File: src/rtl/count_frame_serializer.sv
// Snapshots the 32-bit counter bytes on a periodic tick and streams them as a
// 6-byte frame (sync, A, B, C, D, XOR checksum) over a valid/ready byte port.
module count_frame_serializer #(
  parameter int unsigned SAMPLE_PERIOD = 1000,
  parameter logic [7:0]  SYNC_BYTE     = 8'hA5
) (
  input  logic       clk,
  input  logic       reset,
  input  logic       en,
  input  logic [7:0] a_in,
  input  logic [7:0] b_in,
  input  logic [7:0] c_in,
  input  logic [7:0] d_in,
  output logic       m_valid,
  output logic [7:0] m_data,
  input  logic       m_ready,
  output logic       busy,
  output logic [7:0] overrun_cnt
);

  localparam logic [0:0]  ST_IDLE   = 1'b0;
  localparam logic [0:0]  ST_SEND   = 1'b1;
  localparam logic [23:0] TICK_LAST = 24'(SAMPLE_PERIOD - 1);
  localparam logic [2:0]  IDX_LAST  = 3'd5;

  logic [23:0] tick_cnt_q, tick_cnt_d;
  logic [0:0]  state_q, state_d;
  logic [2:0]  idx_q, idx_d;
  logic [7:0]  sh_a_q, sh_a_d;
  logic [7:0]  sh_b_q, sh_b_d;
  logic [7:0]  sh_c_q, sh_c_d;
  logic [7:0]  sh_d_q, sh_d_d;
  logic [7:0]  chk_q, chk_d;
  logic [7:0]  ovr_q, ovr_d;

  logic tick;
  logic xfer;
  logic final_xfer;
  logic capture;

  always_comb begin
    tick       = en && (tick_cnt_q == TICK_LAST);
    tick_cnt_d = (!en || tick) ? '0 : tick_cnt_q + 24'd1;
  end

  always_comb begin
    xfer       = m_valid && m_ready;
    final_xfer = xfer && (idx_q == IDX_LAST);
    // A tick landing on the last transfer starts the next frame back-to-back.
    capture    = tick && ((state_q == ST_IDLE) || final_xfer);

    state_d = state_q;
    idx_d   = idx_q;
    sh_a_d  = sh_a_q;
    sh_b_d  = sh_b_q;
    sh_c_d  = sh_c_q;
    sh_d_d  = sh_d_q;
    chk_d   = chk_q;
    ovr_d   = ovr_q;

    case (state_q)
      ST_IDLE: begin
        if (tick) begin
          state_d = ST_SEND;
          idx_d   = '0;
        end
      end
      default: begin
        if (xfer) begin
          if (idx_q == IDX_LAST) begin
            state_d = capture ? ST_SEND : ST_IDLE;
            idx_d   = '0;
          end else begin
            idx_d = idx_q + 3'd1;
          end
        end
        if (tick && !final_xfer && (ovr_q != '1)) begin
          ovr_d = ovr_q + 8'd1;
        end
      end
    endcase

    if (capture) begin
      sh_a_d = a_in;
      sh_b_d = b_in;
      sh_c_d = c_in;
      sh_d_d = d_in;
      chk_d  = a_in ^ b_in ^ c_in ^ d_in;
    end
  end

  always_ff @(posedge clk) begin
    if (reset) begin
      tick_cnt_q <= '0;
      state_q    <= ST_IDLE;
      idx_q      <= '0;
      sh_a_q     <= '0;
      sh_b_q     <= '0;
      sh_c_q     <= '0;
      sh_d_q     <= '0;
      chk_q      <= '0;
      ovr_q      <= '0;
    end else begin
      tick_cnt_q <= tick_cnt_d;
      state_q    <= state_d;
      idx_q      <= idx_d;
      sh_a_q     <= sh_a_d;
      sh_b_q     <= sh_b_d;
      sh_c_q     <= sh_c_d;
      sh_d_q     <= sh_d_d;
      chk_q      <= chk_d;
      ovr_q      <= ovr_d;
    end
  end

  // Byte output is a mux of held registers, so it stays stable while stalled.
  always_comb begin
    m_valid     = (state_q == ST_SEND);
    busy        = (state_q == ST_SEND);
    overrun_cnt = ovr_q;
    m_data      = '0;
    if (state_q == ST_SEND) begin
      case (idx_q)
        3'd0:    m_data = SYNC_BYTE;
        3'd1:    m_data = sh_a_q;
        3'd2:    m_data = sh_b_q;
        3'd3:    m_data = sh_c_q;
        3'd4:    m_data = sh_d_q;
        default: m_data = chk_q;
      endcase
    end
  end

endmodule

File: config.mk
export PLATFORM = sky130hd
export DESIGN_NAME = count_frame_serializer
export DESIGN_NICKNAME = d
export VERILOG_FILES = /design/src/rtl/count_frame_serializer.sv
export SDC_FILE = /design/constraint.sdc
export NUM_CORES = 1
export LEC_CHECK = 0
export ABC_CLOCK_PERIOD_IN_PS = 2500
export CORE_MARGIN = 1.5
export CORE_UTILIZATION = 45
export DETAILED_ROUTE_END_ITERATION = 7
export MAX_ROUTING_LAYER = met4
export PLACE_DENSITY = 0.72
export SKIP_CTS_REPAIR_TIMING = 1
export SLEW_MARGIN = 20
export SYNTH_ARGS = -nofsm -noshare
export SYNTH_HDL_FRONTEND = slang
export SYNTH_SLANG_ARGS = --single-unit
File: constraint.sdc
create_clock -name clk -period 2.5 [get_ports clk]
set_clock_uncertainty 0.15 [all_clocks]
set_input_delay 0.625 -clock clk [delete_from_list [all_inputs] [get_ports clk]]
set_output_delay 0.625 -clock clk [all_outputs]
set_load 0.02 [all_outputs]
==> results of run 1 <==
-- cells by family after synthesis --
logic type               after synthesis  synth area share
AND/OR/NAND/NOR                      181             0.245
multiplexers                           1           0.00275
buffers and inverters                 34            0.0479
AO/OA/AOI/OAI                        105             0.167
XOR/XNOR                              45             0.108
adder cells (fa/ha/maj)                3            0.0103
flip-flops                            76             0.419
-- critical path, delay by kind of cell (launching register included) --
family                     cells  cell delay, ns
adders and majority gates      1            0.20
DFF                            1            0.34
and+or+nand+nor                2            0.13
buffers and inverters          3            0.38
AOI/OAI and AO/OA              1            0.26
-- through the flow --
stage | std cells | util | TNS (ns)
after floorplan | 445 | - | 0
after global placement | 608 | 0.567 | -0.123
after detailed placement | 608 | 0.567 | -0.465
after CTS | 624 | 0.599 | -3.24
after global routing | 626 | 0.601 | -0.176
final | 626 | 0.601 | 0
-- placed cells by master (no fill, tap or decap), types with 9 or more instances in the layout --
cell type and count:
clkbuf_8 9, xnor2_1 35, a21oi_1 56, clkdlybuf4s50_1 44, buf_4 36, xor2_1 10
nand2_1 80, nor2_1 44, o21ai_0 22, dfxtp_1 74, nand3_1 12
-- power by group through the flow --
stage / clock network, uW / logic, uW / registers (uW)
after floorplan: 0 / 71.3 / 1240
after CTS: 1170 / 152 / 1210
after global placement: 0 / 149 / 1240
after global routing: 1220 / 163 / 1210
final: 1150 / 151 / 1210
after detailed placement: 0 / 151 / 1240
-- state kept, by name, summed over array words and instances, names as in the netlist --
register     cells
chk_q            8
sh_b_q           8
sh_a_q           8
idx_q            3
sh_d_q           8
tick_cnt_q      24
sh_c_q           8
busy             1
overrun_cnt      8
-- path summary, 6_finish.rpt --
kind,start,end,slack (ns),depth (start not counted)
worst min register to register,tick_cnt_q[0],tick_cnt_q[0],0.30,1
worst min-delay path,tick_cnt_q[0],tick_cnt_q[0],0.30,1
worst max-delay path,idx_q[0],m_data[3],0.07,7
worst max register to register,tick_cnt_q[22],chk_q[2],0.19,6
-- cell usage after synthesis (2+ instances only) --
cell type and count:
a21oi_1 56, o21ba_2 2, xnor2_1 35, a221oi_1 4, nand4_1 6, and3_1 3
nor3_1 6, ha_1 3, and2_1 2, inv_1 9, nor4_1 3, nand3_1 12
nand2_1 80, buf_6 4, nor2_1 44, o31a_2 2, or3_1 6, and3_2 2
clkbuf_1 14, buf_4 2, o22ai_1 3, o21ai_0 22, buf_2 2, and4_1 6
xor2_1 10, a211oi_1 8, dfxtp_1 76
-- cell type report --
cell class / instances / area share
multi-input cells: 335 / 0.422
flip-flops and latches: 76 / 0.327
well taps: 102 / 0.0273
inverters: 10 / 0.00804
clock buffers: 9 / 0.0265
clock inverters: 7 / 0.0265
repair buffers: 87 / 0.163
-- per-layer routing --
layer | GRT usage | vias up | wire length, um
met5 | - | - | 0
met2 | 0.342 | 75 | 4060
met4 | 0.0783 | 0 | 152
li1 | - | 1680 | -
met3 | 0.0304 | 16 | 308
met1 | 0.273 | 1536 | 3950
==> flow_metrics.tcl, run 1 <==
set metrics [dict create \
    gpl.final_weighted_congestion 0.832 \
    cells_along_the_critical_path "inv_2, nor2_1, ha_2, buf_4, a221oi_2, nor2_1, buf_2" \
    detailed_place_hpwl_um 5870 \
    worst_skew_pair.late_latency_ns 0.34 \
    power.share.combinational 0.060 \
    most_frequent_cp_cell "nor2_1" \
    grt_max_degree 49 \
    finalHoldWorstSlack_ns 0.299 \
    synth.yosys.seq_area_share 0.419 \
    floorplan.initialDensity 0.468 \
    report.final.slew_viol_count 0 \
    yosysWarnings 0 \
    layout-area-overhead-vs-synth_pct 28.4 \
    crit_path_end_kind "output pin" \
    clock_power_share 0.457 \
    critical_path_class "register to output pin" \
    sink_count 76 \
    final_layout_size_suffix_gt1_frac 0.156 \
    maxCapViolCount 0 \
    report.final.setup_viol 0 \
    timing.final.ws_setup_ns 0.0707 \
    post-route-drc-count 0 \
    cts_buffers 9 \
    clkSlewWorstSetupHoldPaths_ns 0.08 \
    dieWidth_um 92.9 \
    syn_inst 445 \
    timing_worst_slew_pin_value_ns 0.466 \
    via_count 3307 \
    switching_power_uw 542 \
    cts_buffer_depth 2 \
    global_router_s_overall_resource_usage 0.213 \
    fp.dieArea_um2 8620 \
    fill_cells 701 \
    slew-limit-headroom 0.685 \
    synth.ff_latch_count 76 \
    dr.first_iter.drc_count 203 \
    final_area_um2 4670 \
    chipHeight_um 92.9 \
    cts_tree "yes" \
    detailedRoute.firstPassIterationCount 4 \
    multi_input_area_um2 1970 \
    placed_area_um2 4400 \
    vias_per_cell 5.28 \
    finish.net_count 558 \
    antenna_found_initial 0 \
    num_antenna_cells 0 \
    synth_top_cell_area_share 0.419 \
    first_global_vias 3229 \
    setup.worst_path.start_class "register" \
    period_share 0.972 \
    final-seq-area_um2 1520 \
    grt_first_pass_wirelength_um 14400 \
    critical_path.max_stage_delay_ns 0.34 \
    wl_um 8470 \
    critPathArrivalTime_ns 1.65 \
    report.power.total_uw 2510 \
    leakage_uw 0.00156 \
    cts_max_level 3 \
    synth_top_cell_by_area "dfxtp_1" \
    p_int_uw 1970 \
    row_count 32 \
    power-per-cell-area_nw_per_um2 538 \
    dpl_worst_slack_ns -0.0877 \
    timing.hold.worst.class "register to register" \
    irDropWorstVdd_v 0.000331 \
    period_needed_ns 2.43 \
    post_drt_wl_per_cell_um 13.5 \
    slowest_stage "dfxtp_2" \
    drt.antenna.violating_nets 0 \
    yosys-top-cells-area "dfxtp_1, xnor2_1, nand2_1, a21oi_1, nor2_1" \
    post_synth_num_cell_types 50 \
    synth_nets 484 \
    design.portCount 54 \
    switching_share 0.216 \
    place.port_buffers 53 \
    syn_avg_cell_area_um2 8.17 \
    timing_hold_violations_final 0 \
    async_flop_share 0 \
    synth-edff-count 0 \
    cp_max_fo 4 \
    synth.cell_area_um2 3630 \
    core_area_um2 7770 \
    timing.fmax_mhz 412 \
    seq_pwr_share 0.483 \
    synth_flop_cell "dfxtp_1" \
    cts.root.buffer_cell "clkbuf_8" \
    critPathRequiredTime_ns 1.73 \
    run_status "finished, final reports clean" \
    overflow 0 \
]
Note: power is estimated with default switching activity, not from simulation.
==> inputs of run 2 (changes only) <==
--- a/config.mk
+++ b/config.mk
@@ -8,6 +8,7 @@
 export ABC_CLOCK_PERIOD_IN_PS = 2500
 export CORE_MARGIN = 1.5
 export CORE_UTILIZATION = 45
+export CTS_CLUSTER_DIAMETER = 150
 export DETAILED_ROUTE_END_ITERATION = 7
 export MAX_ROUTING_LAYER = met4
 export PLACE_DENSITY = 0.72
==> results of run 2 <==
No change in the layout: final DEF, timing and power equal those of run 1.
==> inputs of run 3 (changes only) <==
--- a/config.mk
+++ b/config.mk
@@ -10,6 +10,7 @@
 export CORE_UTILIZATION = 45
 export CTS_CLUSTER_DIAMETER = 150
 export DETAILED_ROUTE_END_ITERATION = 7
+export HOLD_SLACK_MARGIN = 0.15
 export MAX_ROUTING_LAYER = met4
 export PLACE_DENSITY = 0.72
 export SKIP_CTS_REPAIR_TIMING = 1
==> results of run 3 <==
No change in the layout: final DEF, timing and power equal those of run 1.
